File: src/rtl/clock_gate_pkg.sv
// Shared types and defaults for the clock-gate enable controller.
package clock_gate_pkg;

  typedef enum logic [1:0] {
    RUN  = 2'd0,
    OFF  = 2'd1,
    WAKE = 2'd2
  } cg_state_e;

  localparam int CG_WAKE_LAT_DEF   = 2;
  localparam int CG_IDLE_CNT_W_DEF = 8;

endpackage

File: src/rtl/clock_gate_ctrl.sv
// Drives clock_gate.clk_en from downstream activity: idle hysteresis before gating,
// a fixed WAKE run-in before RUN, and a four-phase ack toward the wake requester.
module clock_gate_ctrl
  import clock_gate_pkg::*;
#(
  parameter int IDLE_CNT_W = CG_IDLE_CNT_W_DEF,
  parameter int WAKE_LAT   = CG_WAKE_LAT_DEF
) (
  input  logic                  clk,
  input  logic                  rst,
  input  logic                  busy,
  input  logic                  wake_req,
  output logic                  wake_ack,
  input  logic [IDLE_CNT_W-1:0] idle_thresh,
  input  logic                  force_on,
  output logic                  clk_en,
  output logic                  gated
);

  localparam logic [1:0] ST_RUN  = RUN;
  localparam logic [1:0] ST_OFF  = OFF;
  localparam logic [1:0] ST_WAKE = WAKE;

  localparam int WAKE_CNT_W = $clog2(WAKE_LAT + 1);
  localparam logic [WAKE_CNT_W-1:0] WAKE_LOAD = WAKE_CNT_W'(WAKE_LAT);
  localparam logic [WAKE_CNT_W-1:0] WAKE_ONE  = WAKE_CNT_W'(1);

  logic [1:0]            state_reg, state_next;
  logic [IDLE_CNT_W-1:0] idle_cnt_reg, idle_cnt_next;
  logic [WAKE_CNT_W-1:0] wake_cnt_reg, wake_cnt_next;
  logic                  clk_en_reg, gated_reg, wake_ack_reg;

  logic                  idle_cycle;
  logic                  wake_event;
  logic [IDLE_CNT_W:0]   idle_cnt_inc;
  logic                  thresh_hit;
  logic                  idle_cnt_sat;

  // A pending request counts as activity, so an open handshake can never gate the clock.
  assign idle_cycle   = !busy && !wake_req && !force_on && (idle_thresh != '0);
  assign wake_event   = wake_req || busy || force_on;
  assign idle_cnt_inc = {1'b0, idle_cnt_reg} + {{IDLE_CNT_W{1'b0}}, 1'b1};
  assign thresh_hit   = idle_cnt_inc >= {1'b0, idle_thresh};
  assign idle_cnt_sat = &idle_cnt_reg;

  always_comb begin
    state_next    = state_reg;
    idle_cnt_next = idle_cnt_reg;
    wake_cnt_next = wake_cnt_reg;
    case (state_reg)
      ST_RUN: begin
        if (!idle_cycle) begin
          idle_cnt_next = '0;
        end else if (thresh_hit) begin
          state_next    = ST_OFF;
          idle_cnt_next = '0;
        end else if (!idle_cnt_sat) begin
          idle_cnt_next = idle_cnt_inc[IDLE_CNT_W-1:0];
        end
      end
      ST_OFF: begin
        if (wake_event) begin
          state_next    = ST_WAKE;
          wake_cnt_next = WAKE_LOAD;
        end
      end
      ST_WAKE: begin
        // Run-in is unconditional: the requester only sees ack once the clock has settled.
        if (wake_cnt_reg <= WAKE_ONE) begin
          state_next    = ST_RUN;
          wake_cnt_next = '0;
        end else begin
          wake_cnt_next = wake_cnt_reg - WAKE_ONE;
        end
      end
      default: begin
        state_next    = ST_RUN;
        idle_cnt_next = '0;
        wake_cnt_next = '0;
      end
    endcase
  end

  always_ff @(posedge clk or posedge rst) begin
    if (rst) begin
      state_reg    <= ST_RUN;
      idle_cnt_reg <= '0;
      wake_cnt_reg <= '0;
      clk_en_reg   <= 1'b1;
      gated_reg    <= 1'b0;
      wake_ack_reg <= 1'b0;
    end else begin
      state_reg    <= state_next;
      idle_cnt_reg <= idle_cnt_next;
      wake_cnt_reg <= wake_cnt_next;
      clk_en_reg   <= (state_next != ST_OFF);
      gated_reg    <= (state_next == ST_OFF);
      wake_ack_reg <= (state_next == ST_RUN) && wake_req;
    end
  end

  assign clk_en   = clk_en_reg;
  assign gated    = gated_reg;
  assign wake_ack = wake_ack_reg;

endmodule

File: config.mk
export PLATFORM = sky130hd
export DESIGN_NAME = clock_gate_ctrl
export DESIGN_NICKNAME = d
export VERILOG_FILES = /design/src/rtl/clock_gate_pkg.sv /design/src/rtl/clock_gate_ctrl.sv
export SDC_FILE = /design/constraint.sdc
export NUM_CORES = 1
export LEC_CHECK = 0
export CORE_AREA = 3 3 51 53
export CTS_CLUSTER_DIAMETER = 100
export DETAILED_ROUTE_END_ITERATION = 16
export DIE_AREA = 0 0 54 56
export PLACE_DENSITY = 0.8
export SLEW_MARGIN = 20
export SYNTH_ARGS = -nofsm -noshare
export SYNTH_HDL_FRONTEND = slang
export SYNTH_SLANG_ARGS = --single-unit
File: constraint.sdc
create_clock -name clk -period 3 [get_ports clk]
set_input_delay 0.6 -clock clk [delete_from_list [all_inputs] [get_ports clk]]
set_output_delay 0.6 -clock clk [all_outputs]
set_load 0.005 [all_outputs]
# Word level (Yosys, flattened, before mapping)
# Cells that the tools add are included.
dict set report word_totals {
  word_cells 46
  reg_bits 15
  input_bits 13
}
dict set report op_classes {
  order_cmp 2
  mux 12
  n_bitwise 2
  reduce_logical 16
  add_sub_neg 2
  eq_ne 6
}
# operator n
set op_table {}
lappend op_table {{$mux 8} 3}
lappend op_table {{$pmux 8 s2} 1}
lappend op_table {{$mux 2} 6}
lappend op_table {{$pmux 2 s3} 2}
lappend op_table {{$add 8x1->9 const B} 1}
lappend op_table {{$ge 9x8->1} 1}
lappend op_table {{$reduce_and 8->1} 1}
lappend op_table {{$reduce_bool 8->1} 1}
lappend op_table {{$eq 2x1->1 const B} 2}
lappend op_table {{$logic_and 1x1->1} 4}
lappend op_table {{$logic_not 2->1} 2}
lappend op_table {{$ne 4x4->1 const B} 1}
lappend op_table {{$reduce_and 2->1} 2}
lappend op_table {{$logic_not 1->1} 3}
lappend op_table {{$eq 2x2->1 const B} 1}
lappend op_table {{$le 2x1->1 const B} 1}
lappend op_table {{$logic_or 1x1->1} 2}
lappend op_table {{$ne 2x1->1 const B} 1}
lappend op_table {{$ne 2x2->1 const B} 1}
lappend op_table {{$not 1->1} 2}
lappend op_table {{$reduce_or 2->1} 1}
lappend op_table {{$sub 2x1->2 const B} 1}

# Longest topological paths before layout
# Gate-level depths: netlist of the first run.
dict set report logic_depth {
  depth_word 8
  ltp_mapped 11
  ltp_nobuf 11
}

# Worst setup path before layout of the first run
# OpenSTA, ideal clock, no wires.
dict set report synth_path {
  path_kind {reg2reg}
  start {reg idle_cnt_reg[0]}
  end {reg idle_cnt_reg[2]}
  setup_ps 101
  required_ps 2899
  path_slack_ps 488
  arrival_ps 2411
  stages_incl_launch_ff 11
  path_cell_list {dfrtp_1 ha_1 nand3_1 or2_2 xnor2_1 ha_1 nand3_1 nor2_1 a211oi_2 nand2_2 o311ai_2}
}
dict set report synth_via {
  elab_chain_len 5
  elab_cells_between_ends 9
  cone_classes {add/sub (1); order compare (1); eq/ne (1); mux (4); reduce/logical (2)}
}
# item line_no
set synth_rtl {}
lappend synth_rtl {{from (decl)} clock_gate_ctrl.sv:29} ;# logic [IDLE_CNT_W-1:0] idle_cnt_reg, idle_cnt_next;
lappend synth_rtl {{from (signal assigned)} clock_gate_ctrl.sv:94} ;# idle_cnt_reg <= idle_cnt_next;
lappend synth_rtl {{$add 8x1->9} clock_gate_ctrl.sv:42} ;# assign idle_cnt_inc = {1'b0, idle_cnt_reg} + {{IDLE_CNT_W{1'b0}}, 1'b1};
lappend synth_rtl {{$ge 9x8->1 / $mux 8 (equally long branches)} {clock_gate_ctrl.sv:43, clock_gate_ctrl.sv:57}}
lappend synth_rtl {{$mux 8} clock_gate_ctrl.sv:54} ;# end else if (thresh_hit) begin
lappend synth_rtl {{$mux 8} clock_gate_ctrl.sv:52} ;# if (!idle_cycle) begin
lappend synth_rtl {{$pmux 8 s2} clock_gate_ctrl.sv:50} ;# case (state_reg)
# Parallel ways exist; a longest one is shown, timed or not. The select of a mux whose other input is x is not followed.
# A chain may end at the register's enable or synchronous reset.

# Worst setup path after layout of the first run
# Same ends and word-level chain as after synthesis.

==> flow_summary.ini, run 1 <==
[timing]
grt_setup_unrepaired = false
maxClockFrequency_mhz = 363.9
finalSetupViolCount = 0
worst_slew_pin_slew_ns = 0.6087
final_max_slew_viol_count = 0
fin_tns_setup_ns = 0
finalWorstPathRequiredPeriod_ns = 2.748
max-slew-margin-rel = 0.5937
period_share = 0.9160
fin_worst_skew_ns = 0.003187
timing.final.hold_violations = 0

[job]
max-cap-violations = 0

[setup_path]
critical_path_required_ns = 3.19
critical_path.max_stage_delay_ns = 0.43
slowest_stage = sky130_fd_sc_hd__dfrtp_1
setup.worst_path.start_class = flip-flop
cp.buffers_inverters = 1
worst_path_dominant_cell_family = simple AND/OR/NAND/NOR gates
critical_path.endpoint_type = flip-flop
path_max_fanout = 7
critPathKind = reg2reg
worst_path_cell_trace = and3_1, nand3_1, or2_2, xor2_1, inv_1, ha_1, nand3_1, nor2_1, a211oi_4, nand2_2, o311ai_2
critPathMostFrequentCell = sky130_fd_sc_hd__nand3_1
worstPathArrival_ns = 2.94

[clock_network]
cts-buffers-inserted = 3
clk-insertion-delay-late_ns = 0.28
cts.htree.levels = 1
cts_repair_resize_count = 0
clk_pin_slew_worst_paths_ns = 0.09
cts.hold.buffers_added = 0
clock_tree_from_tritoncts = done
ctsLongestPathBuffers = 2
cts-root-buf = sky130_fd_sc_hd__clkbuf_4
post_cts_buffers = 0
cts.sink_count = 15

[final_layout]
layout-area-overhead-vs-synth_pct = 18.82
largest_register_ff_count = 8
final_layout_size_suffix_gt1_frac = 0.1486
fillers = 177
area_used_by_multi_input_combinational_logic_um2 = 705.7
final-instance-count-excl-fill = 176
seq_area_um2 = 376.6
nets = 175
n_antenna_cell = 0

[global_routing]
grt_pass1_vias = 972
grt_pass1_wl_um = 4126
grt_antenna_before_repair = 0
grt-ovfl-total = 0
gr-usage-all-layers = 0.1782
pin_count_of_the_biggest_net_entering_global_routing = 19

[placed_design]
gp_routability_congestion = 0.8378
post-place-cells = 172
numPortBuffers = 15
hpwl_um = 1970

[drt]
viasPerCell = 5.551
final_antenna_net_count = 0
route.vias.total = 977
dr.pass1.iters = 4
drc_errors = 0
wire_per_inst_um = 13.98
wl_um = 2460
detail_route.iter0.violations = 24

[floorplan]
placement_rows = 17
i_o_pins = 16
die_height_um = 56
die_w_um = 54
fp.dieArea_um2 = 3024
core-area_um2 = 2191
floorplan.initialDensity = 0.5248

[synth]
synthesis.area_um2 = 1150
synthesis.area_per_instance_um2 = 8.778
ys_seq_elements = 15
ys.warnings.count = 0
synthesis.nets = 157
seq_area_frac_synth = 0.3275
postSynthCellCount = 131
post_synth_num_cell_types = 38

[power]
leakage_power_nw = 0.6187
ir_worst_vdd_mv = 0.3388
pwr_density_cell_nw_per_um2 = 293.7
totalPowerFinal_mw = 0.4013

[status]
status = finished, final reports clean

[hold_path]
hold_removal_path_class = reg2reg
## report_power, final
part	internal, mW	switching [mW]
registers	0.205	0.00270
logic	0.0347	0.0417
clock network	0.0495	0.0672
## worst register-to-register path, stage by stage, from the launching register on
cell	delay, ns
sky130_fd_sc_hd__dfrtp_1	0.43
sky130_fd_sc_hd__and3_1	0.19
sky130_fd_sc_hd__nand3_1	0.11
sky130_fd_sc_hd__or2_2	0.30
sky130_fd_sc_hd__xor2_1	0.23
sky130_fd_sc_hd__inv_1	0.08
sky130_fd_sc_hd__ha_1	0.30
sky130_fd_sc_hd__nand3_1	0.11
sky130_fd_sc_hd__nor2_1	0.10
sky130_fd_sc_hd__a211oi_4	0.38
sky130_fd_sc_hd__nand2_2	0.16
sky130_fd_sc_hd__o311ai_2	0.25
## logic make-up (layout without fill, tap and decap cells)
group / Yosys count / in the layout / share of synthesized area
muxes: 1 / 1 / 0.009793
buffers and inverters: 19 / 36 / 0.06529
xor gates and xnor gates: 6 / 6 / 0.04570
DFF: 15 / 15 / 0.3275
AOI/OAI and AO/OA: 28 / 28 / 0.1763
adders and majority gates: 13 / 13 / 0.1415
and+or+nand+nor: 49 / 49 / 0.2340
## routing by layer
layer | vias to the layer above | global-route usage | part of all wire
li1 | 486 | - | -
met1 | 455 | 0.2066 | 0.40
met2 | 30 | 0.3270 | 0.55
met3 | 6 | 0.04826 | 0.041
met4 | 0 | 0.01423 | 0.015
met5 | - | 0 | 0
## cell usage after synthesis (all sizes together)
master | count | area (um2)
xnor2 | 4 | 35.03
clkbuf | 2 | 7.510
inv | 15 | 56.30
o31ai | 2 | 20.02
o21a | 1 | 7.510
o311ai | 1 | 16.27
buf | 2 | 11.26
or4 | 2 | 18.77
a211oi | 2 | 25.02
o21ai | 9 | 48.79
nand2 | 17 | 66.32
or3 | 2 | 12.51
nand4 | 4 | 25.02
xor2 | 2 | 17.52
a21oi | 8 | 43.79
nand3 | 8 | 40.04
a32o | 1 | 10.01
nor2b | 1 | 6.260
mux2 | 1 | 11.26
or2 | 3 | 18.77
o211ai | 2 | 15.01
nor3 | 2 | 32.53
and3 | 1 | 6.260
dfstp | 1 | 26.28
and2 | 1 | 7.510
nand2b | 2 | 12.51
a221o | 1 | 10.01
nor2 | 6 | 22.52
o22ai | 1 | 6.260
dfrtp | 14 | 350.3
ha | 13 | 162.7
## per-stage QoR
step | hold slack [ns] | worst slack (ns) | utilization | cell area, um2
2_1_floorplan | 0.4656 | 0.4885 | - | 1150
3_3_place_gp | 0.4782 | 0.3188 | 0.6077 | 1331
3_5_place_dp | 0.4866 | 0.2203 | 0.6077 | 1331
4_1_cts | 0.5109 | 0.1707 | 0.6202 | 1359
5_1_grt | 0.5487 | 0.02874 | 0.6236 | 1366
6_report | 0.5055 | 0.2520 | 0.6236 | 1366
## final timing paths
check | start | endpoint | slack (ns) | cells past startpoint
max | idle_cnt_reg[0]$_DFFE_PP0P_ | idle_cnt_reg[2]$_DFFE_PP0P_ | 0.25 | 11
min | wake_cnt_reg[1]$_DFFE_PP0P_ | wake_cnt_reg[1]$_DFFE_PP0P_ | 0.51 | 1
max reg2reg | idle_cnt_reg[0]$_DFFE_PP0P_ | idle_cnt_reg[2]$_DFFE_PP0P_ | 0.25 | 11
min reg2reg | wake_cnt_reg[1]$_DFFE_PP0P_ | wake_cnt_reg[1]$_DFFE_PP0P_ | 0.51 | 1
max in group asynchronous | rst | idle_cnt_reg[6]$_DFFE_PP0P_ | 1.93 | 2
min in group asynchronous | rst | wake_cnt_reg[1]$_DFFE_PP0P_ | 0.68 | 2
## placed cells by master, fill, tap and decap left out, types with 3 or more instances in the layout
cell and instances:
sky130_fd_sc_hd__a21oi_1 7, sky130_fd_sc_hd__clkbuf_4 3, sky130_fd_sc_hd__clkdlybuf4s50_1 15, sky130_fd_sc_hd__dfrtp_1 14
sky130_fd_sc_hd__ha_1 13, sky130_fd_sc_hd__inv_1 15, sky130_fd_sc_hd__nand2_1 16, sky130_fd_sc_hd__nand3_1 8
sky130_fd_sc_hd__nand4_1 4, sky130_fd_sc_hd__nor2_1 6, sky130_fd_sc_hd__o21ai_0 7, sky130_fd_sc_hd__or2_2 3
sky130_fd_sc_hd__xnor2_1 4
## layout make-up
type / count / share of cell area
Clock buffer: 3 / 0.01648
Timing Repair Buffer: 17 / 0.1209
Clock inverter: 1 / 0.003663
Tap cell: 28 / 0.02564
Inverter: 15 / 0.04121
Multi-Input combinational cell: 97 / 0.5165
Sequential cell: 15 / 0.2756
Note: power is estimated with default switching activity, not from simulation.
==> run 2, diff against run 1 <==
--- a/config.mk
+++ b/config.mk
@@ -5,11 +5,12 @@
 export SDC_FILE = /design/constraint.sdc
 export NUM_CORES = 1
 export LEC_CHECK = 0
-export CORE_AREA = 3 3 51 53
+export CORE_AREA = 3 3 55 57
 export CTS_CLUSTER_DIAMETER = 100
 export DETAILED_ROUTE_END_ITERATION = 16
-export DIE_AREA = 0 0 54 56
-export PLACE_DENSITY = 0.8
+export DIE_AREA = 0 0 58 60
+export MAX_ROUTING_LAYER = met4
+export PLACE_DENSITY = 0.71
 export SLEW_MARGIN = 20
 export SYNTH_ARGS = -nofsm -noshare
 export SYNTH_HDL_FRONTEND = slang
==> flow_summary.ini, run 2 (synthesis gave the netlist of run 1 again) <==
[clock_network]
cts-root-buf = sky130_fd_sc_hd__clkbuf_4
cts_repair_resize_count = 0
cts.hold.buffers_added = 0
clock_tree_from_tritoncts = done
clk_pin_slew_worst_paths_ns = 0.10
cts.htree.levels = 1
clk-insertion-delay-late_ns = 0.29
cts-buffers-inserted = 3
post_cts_buffers = 0
cts.sink_count = 15
ctsLongestPathBuffers = 2

[floorplan]
floorplan.initialDensity = 0.4559
placement_rows = 18
die_height_um = 60
core-area_um2 = 2522
die_w_um = 58
fp.dieArea_um2 = 3480
i_o_pins = 16

[global_routing]
grt_antenna_before_repair = 0
grt_util_met2 = 0.2903
grt_use_met3 = 0.04320
globalRouteMet1Util = 0.1653
gr-usage-all-layers = 0.1621
grt_pass1_wl_um = 4153
grt-busiest-layer = met2
grt-ovfl-total = 0
grt_pass1_vias = 967
pin_count_of_the_biggest_net_entering_global_routing = 19

[final_layout]
final_cell_mix = sky130_fd_sc_hd__nand2_1, sky130_fd_sc_hd__inv_1, sky130_fd_sc_hd__clkdlybuf4s50_1
n_antenna_cell = 0
final_layout_size_suffix_gt1_frac = 0.1656
layout-area-overhead-vs-synth_pct = 20.35
fillers = 227
seq_area_um2 = 376.6
largest_register_ff_count = 8
nets = 178
final_core_util = 0.5486
area_used_by_multi_input_combinational_logic_um2 = 698.2
layout_commonest_cell = sky130_fd_sc_hd__nand2_1

[setup_path]
critPathKind = reg2reg
path_max_fanout = 8
critical_path.endpoint_type = flip-flop
setup.worst_path.start_class = flip-flop
worstPathArrival_ns = 3.01
critical_path_required_ns = 3.20

[drt]
dr.pass1.iters = 4
viasPerCell = 5.459
route.vias.total = 988
wl_um = 2468
wire_per_inst_um = 13.64
detail_route.iter0.violations = 26
final_antenna_net_count = 0
drc_errors = 0

[timing]
maxClockFrequency_mhz = 356.3
fin_tns_setup_ns = 0
worst_slew_pin_slew_ns = 0.5843
finalSetupViolCount = 0
finalWorstSetupSlack_ns = 0.1935
max-slew-margin-rel = 0.6101
timing.final.hold_violations = 0
period_share = 0.9355
final_max_slew_viol_count = 0
finalWorstPathRequiredPeriod_ns = 2.807
fin_worst_skew_ns = 0.004732
grt_setup_unrepaired = false

[placed_design]
gp_routability_congestion = 0.8491
hpwl_um = 1931
place_worst_setup_slack_ns = 0.1705
numPortBuffers = 15

[hold_path]
hold_removal_path_class = reg2reg

[power]
ir_worst_vdd_mv = 0.2824
leakage_power_nw = 0.6331
pwr_density_cell_nw_per_um2 = 290.7

[status]
status = finished, final reports clean

[job]
max-cap-violations = 0
-- run 2: final cells by class --
class / instances / area share
Clock inverter: 1 / 0.003617
Clock buffer: 3 / 0.01627
Timing Repair Buffer: 20 / 0.1356
Sequential cell: 15 / 0.2722
Tap cell: 30 / 0.02712
Multi-Input combinational cell: 97 / 0.5045
Inverter: 15 / 0.04069
-- run 2: final timing paths --
path	start	to	slack, ns	depth (start not counted)
min in group asynchronous	rst	idle_cnt_reg[2]$_DFFE_PP0P_	0.66	2
worst min register to register	wake_cnt_reg[1]$_DFFE_PP0P_	wake_cnt_reg[1]$_DFFE_PP0P_	0.52	1
worst max register to register	idle_cnt_reg[0]$_DFFE_PP0P_	idle_cnt_reg[7]$_DFFE_PP0P_	0.19	11
worst min-delay path	wake_cnt_reg[1]$_DFFE_PP0P_	wake_cnt_reg[1]$_DFFE_PP0P_	0.52	1
max in group asynchronous	rst	wake_ack$_DFF_PP0_	1.96	2
worst max-delay path	idle_cnt_reg[0]$_DFFE_PP0P_	idle_cnt_reg[7]$_DFFE_PP0P_	0.19	11
-- run 2: metrics by stage --
step / area [um2] / hold slack [ns] / std cells / total power [mW]
6_report: 1384 / 0.5248 / 181 / 0.4023
5_1_grt: 1384 / 0.5606 / 181 / 0.4277
4_1_cts: 1361 / 0.5273 / 178 / 0.4081
3_5_place_dp: 1334 / 0.5041 / 174 / 0.2872
3_3_place_gp: 1334 / 0.4787 / 174 / 0.2850
2_1_floorplan: 1150 / 0.4656 / 131 / 0.2559
-- run 2: layer usage --
layer / wire [um] / part of all wire
met3: 86 / 0.035
met2: 1332 / 0.54
met5: 0 / 0
met1: 1028 / 0.42
met4: 21 / 0.0085
-- run 2: worst max-delay path, stage by stage, from the launching register on --
cell                      delay (ns)
sky130_fd_sc_hd__dfrtp_1        0.43
sky130_fd_sc_hd__ha_1           0.28
sky130_fd_sc_hd__nand3_1        0.18
sky130_fd_sc_hd__or2_2          0.37
sky130_fd_sc_hd__xnor2_1        0.14
sky130_fd_sc_hd__ha_1           0.31
sky130_fd_sc_hd__a21oi_1        0.16
sky130_fd_sc_hd__o22ai_1        0.14
sky130_fd_sc_hd__nor3_4         0.19
sky130_fd_sc_hd__buf_4          0.18
sky130_fd_sc_hd__nand2_2        0.11
sky130_fd_sc_hd__o31ai_2        0.24
-- run 2: power by group --
group,switching (mW),internal [mW]
combinational,0.0401,0.0350
sequential,0.00247,0.205
clock,0.0698,0.0495
